==> src/rtl/fetch_stage.sv <==
// fetch_stage: instruction fetch front end feeding the IF/ID pipeline register.
//
// Issues word-aligned fetch requests over a valid/ready channel (at most one
// outstanding), accepts in-order variable-latency responses, and presents a
// PC/instruction pair downstream. One extra returned instruction can be parked
// in a hold buffer while the output is stalled. EX redirects flush everything
// and any response still owed for a stale request is discarded (DRAIN state).
//
// Optional build macro: FETCH_JAL_PREDICT_EN
//   When defined, a captured JAL response steers the next fetch to its target.
//   When undefined, the PC only advances sequentially or on redirect.
//
// Ports:
//   clk                clock, all state on rising edge
//   reset              asynchronous, active-high reset
//   imem_req_valid_o   fetch request valid
//   imem_req_ready_i   imem accepts the request this cycle
//   imem_req_addr_o    fetch address
//   imem_resp_valid_i  response valid (one per accepted request, in order)
//   imem_resp_data_i   instruction word
//   stall_i            downstream hold; output pair not consumed this cycle
//   redirect_i         control-hazard redirect / flush
//   redirect_pc_i      redirect target
//   fetch_valid_o      fetch_pc_o/fetch_instr_o hold a valid instruction
//   fetch_pc_o         PC of the presented instruction
//   fetch_instr_o      presented instruction

module fetch_stage #(
    parameter logic [31:0] RESET_PC = 32'h0000_0000
) (
    input  logic        clk,
    input  logic        reset,
    output logic        imem_req_valid_o,
    input  logic        imem_req_ready_i,
    output logic [31:0] imem_req_addr_o,
    input  logic        imem_resp_valid_i,
    input  logic [31:0] imem_resp_data_i,
    input  logic        stall_i,
    input  logic        redirect_i,
    input  logic [31:0] redirect_pc_i,
    output logic        fetch_valid_o,
    output logic [31:0] fetch_pc_o,
    output logic [31:0] fetch_instr_o
);

    typedef enum logic [1:0] {
        StReq,
        StWait,
        StHold,
        StDrain
    } state_e;

    state_e      state_q, state_d;
    logic [31:0] pc_q, pc_d;
    logic [31:0] inflight_pc_q, inflight_pc_d;
    logic        fetch_valid_q, fetch_valid_d;
    logic [31:0] fetch_pc_q, fetch_pc_d;
    logic [31:0] fetch_instr_q, fetch_instr_d;
    logic [31:0] hold_pc_q, hold_pc_d;
    logic [31:0] hold_instr_q, hold_instr_d;

    logic        req_valid;
    logic        consume;
    logic [31:0] capture_pc;

    assign consume = fetch_valid_q & ~stall_i;

`ifdef FETCH_JAL_PREDICT_EN
    logic        resp_is_jal;
    logic [31:0] jal_imm;

    assign resp_is_jal = (imem_resp_data_i[6:0] == 7'b1101111);
    // J-type immediate: {imm[20], imm[10:1], imm[11], imm[19:12]} in [31:12].
    assign jal_imm = {{11{imem_resp_data_i[31]}}, imem_resp_data_i[31],
                      imem_resp_data_i[19:12], imem_resp_data_i[20],
                      imem_resp_data_i[30:21], 1'b0};
    // pc_q already holds inflight_pc_q + 4 while waiting for the response.
    assign capture_pc = resp_is_jal ? (inflight_pc_q + jal_imm) : pc_q;
`else
    assign capture_pc = pc_q;
`endif

    always_comb begin
        state_d       = state_q;
        pc_d          = pc_q;
        inflight_pc_d = inflight_pc_q;
        fetch_valid_d = fetch_valid_q;
        fetch_pc_d    = fetch_pc_q;
        fetch_instr_d = fetch_instr_q;
        hold_pc_d     = hold_pc_q;
        hold_instr_d  = hold_instr_q;
        req_valid     = 1'b0;

        // Consumed output empties unless a state below refills it.
        if (consume) begin
            fetch_valid_d = 1'b0;
            fetch_pc_d    = 32'h0;
            fetch_instr_d = 32'h0;
        end

        unique case (state_q)
            StReq: begin
                req_valid = 1'b1;
                if (imem_req_ready_i) begin
                    inflight_pc_d = pc_q;
                    pc_d          = pc_q + 32'd4;
                    state_d       = StWait;
                end
            end
            StWait: begin
                if (imem_resp_valid_i) begin
                    pc_d = capture_pc;
                    if (!fetch_valid_q || consume) begin
                        fetch_valid_d = 1'b1;
                        fetch_pc_d    = inflight_pc_q;
                        fetch_instr_d = imem_resp_data_i;
                        state_d       = StReq;
                    end else begin
                        hold_pc_d    = inflight_pc_q;
                        hold_instr_d = imem_resp_data_i;
                        state_d      = StHold;
                    end
                end
            end
            StHold: begin
                if (consume) begin
                    fetch_valid_d = 1'b1;
                    fetch_pc_d    = hold_pc_q;
                    fetch_instr_d = hold_instr_q;
                    state_d       = StReq;
                end
            end
            StDrain: begin
                if (imem_resp_valid_i) begin
                    state_d = StReq;
                end
            end
            default: state_d = StReq;
        endcase

        // Redirect overrides everything above, including a JAL prediction.
        if (redirect_i) begin
            pc_d          = redirect_pc_i;
            fetch_valid_d = 1'b0;
            fetch_pc_d    = 32'h0;
            fetch_instr_d = 32'h0;
            hold_pc_d     = 32'h0;
            hold_instr_d  = 32'h0;
            unique case (state_q)
                // A request accepted now is owed a response we must drop.
                StReq:   state_d = imem_req_ready_i ? StDrain : StReq;
                StWait:  state_d = imem_resp_valid_i ? StReq : StDrain;
                StHold:  state_d = StReq;
                StDrain: state_d = imem_resp_valid_i ? StReq : StDrain;
                default: state_d = StReq;
            endcase
        end
    end

    always_ff @(posedge clk or posedge reset) begin
        if (reset) begin
            state_q       <= StReq;
            pc_q          <= RESET_PC;
            inflight_pc_q <= 32'h0;
            fetch_valid_q <= 1'b0;
            fetch_pc_q    <= 32'h0;
            fetch_instr_q <= 32'h0;
            hold_pc_q     <= 32'h0;
            hold_instr_q  <= 32'h0;
        end else begin
            state_q       <= state_d;
            pc_q          <= pc_d;
            inflight_pc_q <= inflight_pc_d;
            fetch_valid_q <= fetch_valid_d;
            fetch_pc_q    <= fetch_pc_d;
            fetch_instr_q <= fetch_instr_d;
            hold_pc_q     <= hold_pc_d;
            hold_instr_q  <= hold_instr_d;
        end
    end

    assign imem_req_valid_o = req_valid & ~reset;
    assign imem_req_addr_o  = pc_q;
    assign fetch_valid_o    = fetch_valid_q;
    assign fetch_pc_o       = fetch_pc_q;
    assign fetch_instr_o    = fetch_instr_q;

endmodule
==> config.mk <==
export PLATFORM = sky130hd
export DESIGN_NAME = fetch_stage
export DESIGN_NICKNAME = d
export VERILOG_FILES = /design/src/rtl/fetch_stage.sv
export SDC_FILE = /design/constraint.sdc
export NUM_CORES = 1
export LEC_CHECK = 0
export CAP_MARGIN = 20
export CORE_MARGIN = 3
export CORE_UTILIZATION = 49
export DETAILED_ROUTE_END_ITERATION = 7
export PLACE_DENSITY_LB_ADDON = 0.08
export SLEW_MARGIN = 25
export SYNTH_ARGS = -nofsm -noshare
export SYNTH_HDL_FRONTEND = slang
export SYNTH_SLANG_ARGS = --single-unit
export TNS_END_PERCENT = 1
==> constraint.sdc <==
create_clock -name clk -period 6.6 [get_ports clk]
set_clock_uncertainty 0.05 [all_clocks]
set_input_delay 1.65 -clock clk [delete_from_list [all_inputs] [get_ports clk]]
set_output_delay 1.65 -clock clk [all_outputs]
set_load 0.1 [all_outputs]
==> flow_metrics.tcl <==
set metrics [dict create \
    grt_pass1_vias 8531 \
    postLayoutSetupSlackWorst_ns 1.52 \
    drc 0 \
    drv_slew 0 \
    grt_usage_pct 23.6 \
    via_per_inst 5.80 \
    drt-pass1-iter-count 4 \
    worst-endpoint-arrival_ns 3.38 \
    ff2ff_path_depth 6 \
    place_congestion 0.803 \
    intPower_uw 2990 \
    swShare_pct 50.9 \
    ys_ff_latch 195 \
    ctsHoldBuffers 0 \
    drt-initial-drc-count 618 \
    crit_fanout 2 \
    critPathLaunchType "input pin" \
    r2r-end "fetch_valid_o" \
    hpwl_mm 16.5 \
    cts_sinks 195 \
    wl_per_cell_um 18.1 \
    cts_buffers 17 \
    rsz0062_at_grt "no" \
    synth-compound-area-share_pct 17.1 \
    synth_nets 1256 \
    syn_inst 1181 \
    cts_max_level 4 \
    crit_type "input pin to output port" \
    vdd_drop_max_uv 292 \
    cts_resized 0 \
    synth_largest_area_cell "dfrtp_1" \
    grt_max_degree 124 \
    min_period_ns 5.08 \
    antenna_found_initial 0 \
    synth_top_area_share_pct 45.3 \
    boundaryPins 168 \
    cts_buffer_depth 2 \
    pwr-share-comb_pct 53.6 \
    worstPathRequired_ns 4.90 \
    final_antenna_net_count 0 \
    routed_wl_mm 28.2 \
    synth_xor_area_share_pct 1.06 \
    diodes 0 \
    ys.flop_type "dfrtp_1" \
    place_ws_ns 1.50 \
    endpoint_kind "output port" \
    post_cts_buffers 0 \
    ys_seq_area_share_pct 45.3 \
    finalNonFillerCells 1557 \
    p_clk_share_pct 16.9 \
    synth.avg_cell_area_um2 9.12 \
    powerDensity_nw_per_um2 463 \
    grt_pass1_wl_mm 46.1 \
    insertion_delay_ns 0.44 \
    synthMuxAreaShare_pct 10.5 \
    dp_cells 1525 \
    drv_cap 0 \
    fin_util_pct 61.7 \
    synthTopCellsByArea "dfrtp_1, mux2_2, nand2_1, a21oi_1, a311oi_1" \
    synthAdderAreaFrac_pct 0.581 \
    portBuffers 167 \
    hold_end "inflight_pc_q[8]" \
    hold_class "register to register" \
    root_buffer "clkbuf_16" \
    synth.distinct_cells 44 \
    cts_tree "yes" \
    synth_edf_count 0 \
    finalSetupViolCount 0 \
    netlist_area_um2 10800 \
    drive_above_1_share_pct 12.2 \
    timing.rr.start "state_q[0]" \
    start_util_pct 50.6 \
    num_vias 9036 \
    rows 53 \
    grt_overflow 0 \
    tightest_slew_ns 1.05 \
    slew_headroom_pct 29.8 \
    r2r_setup_slack_ns 3.85 \
    die_area_um2 23800 \
    whs_path_depth 2 \
    area_growth_pct 21.8 \
    synth_top_family_by_area "simple AND/OR/NAND/NOR gates" \
    die_x_um 154 \
    hold_violations 0 \
    die_height_um 154 \
    final.setup.tns_ns 0 \
    yosys_warnings 0 \
    max_freq_mhz 197 \
    p_leak_uw 0.00500 \
    fin_nets 1344 \
    seq_power_share_pct 29.5 \
    coreArea_um2 21300 \
    fin_crit_sh_pct 77.0 \
    holdCritStartpoint "inflight_pc_q[8]" \
    clk_pin_slew_worst_paths_ns 0.07 \
    outcome "complete, no violations" \
    async_flop_share_pct 100 \
    n_fill_cell 1852 \
    power_switching_uw 3090 \
    synthSimpleGateAreaFrac_pct 21.2 \
]
-- how the worst max path moves through the flow --
| stage | from | endpoint | slack [ns] | cells past startpoint |
|---|---|---|---|---|
| finish | reset | imem_req_valid_o | 1.52 | 3 |
| global route | reset | imem_req_valid_o | 1.47 | 3 |
| CTS | reset | imem_req_valid_o | 1.50 | 3 |
| detailed placement | reset | imem_req_valid_o | 1.50 | 3 |
| global placement | reset | imem_req_valid_o | 1.52 | 3 |
| floorplan | reset | imem_req_valid_o | 1.91 | 1 |
-- power by group through the flow --
stage | registers, uW | logic, uW | clock network, uW
finish | 1800 | 3260 | 1030
global route | 1850 | 3440 | 1100
CTS | 1790 | 3280 | 1050
detailed placement | 1820 | 3270 | 0
global placement | 1810 | 3230 | 0
floorplan | 3080 | 1200 | 0
-- flip-flops by register name (all words and copies together), names as in the netlist --
| register | count |
|---|---|
| fetch_pc_o | 32 |
| fetch_valid_o | 1 |
| hold_pc_q | 32 |
| inflight_pc_q | 32 |
| hold_instr_q | 32 |
| state_q | 2 |
| fetch_instr_o | 32 |
| imem_req_addr_o | 32 |
-- logic make-up (layout without fill, tap and decap cells) --
logic type      after synthesis  count (layout)
mux                         101             101
flops                       195             195
xor+xnor                     13              13
compound gates              305             305
fa+ha+maj                     5               5
buf+inv                     118             219
simple gates                444             444
-- synthesized netlist by cell type (2+ instances only) --
cell type / instances
nand2_1: 226
dfrtp_1: 195
a21oi_1: 130
mux2_2: 98
clkbuf_1: 89
o21ai_0: 70
and2_1: 66
a311oi_1: 65
nor3b_1: 64
nand3_1: 16
nor2_1: 16
nand4_1: 13
or4_1: 13
buf_1: 11
buf_2: 10
o21ai_1: 10
a31oi_1: 8
o31ai_1: 8
o211ai_1: 7
xnor2_1: 7
inv_1: 6
nor4_1: 6
or3_1: 6
xor2_1: 6
ha_1: 5
and3_1: 3
and4_1: 3
mux2i_1: 3
nor2b_1: 3
a22oi_1: 2
nand2b_1: 2
nor3_1: 2
-- worst max-delay path: stages --
cell and delay, ns:
clkdlybuf4s50_1 0.46, nor2b_1 0.13, clkdlybuf4s50_1 1.14
-- layout make-up --
class	count	area [um^2]	share of cell area, %
clock buffers	18	439	3.35
well taps	275	344	2.62
repair buffers	181	1820	13.9
clock inverters	14	138	1.05
multi-input cells	868	5470	41.7
flip-flops and latches	195	4880	37.2
inverters	6	26.3	0.200
-- placed cells by master, fill, tap and decap left out, types with 8 or more instances in the layout --
cell type        synthesis  layout
a21oi_1                130     130
a311oi_1                65      65
a31oi_1                  8       8
and2_1                  66      65
buf_4                    0      11
clkbuf_16                0      17
clkdlybuf4s50_1          0     166
dfrtp_1                195     195
mux2_2                  98      98
nand2_1                226     226
nand3_1                 16      16
nand4_1                 13      13
nor2_1                  16      16
nor3b_1                 64      64
o21ai_0                 70      70
o21ai_1                 10      10
o31ai_1                  8       8
or4_1                   13      13
-- routing by layer --
metal / share of wire, % / up-vias / track usage [%]
li1: - / 4409 / -
met1: 47 / 4381 / 34.4
met2: 47 / 225 / 37.0
met3: 4.5 / 21 / 3.55
met4: 1.3 / 0 / 6.22
met5: 0 / - / 0
-- through the flow --
| stage | hold slack, ns | total power (uW) | area [um^2] |
|---|---|---|---|
| 2_1_floorplan | 0.411 | 4290 | 10800 |
| 3_3_place_gp | 0.433 | 5030 | 12500 |
| 3_5_place_dp | 0.435 | 5090 | 12500 |
| 4_1_cts | 0.453 | 6120 | 13100 |
| 5_1_grt | 0.481 | 6390 | 13100 |
| 6_report | 0.454 | 6080 | 13100 |
(Power assumes the default switching activity.)
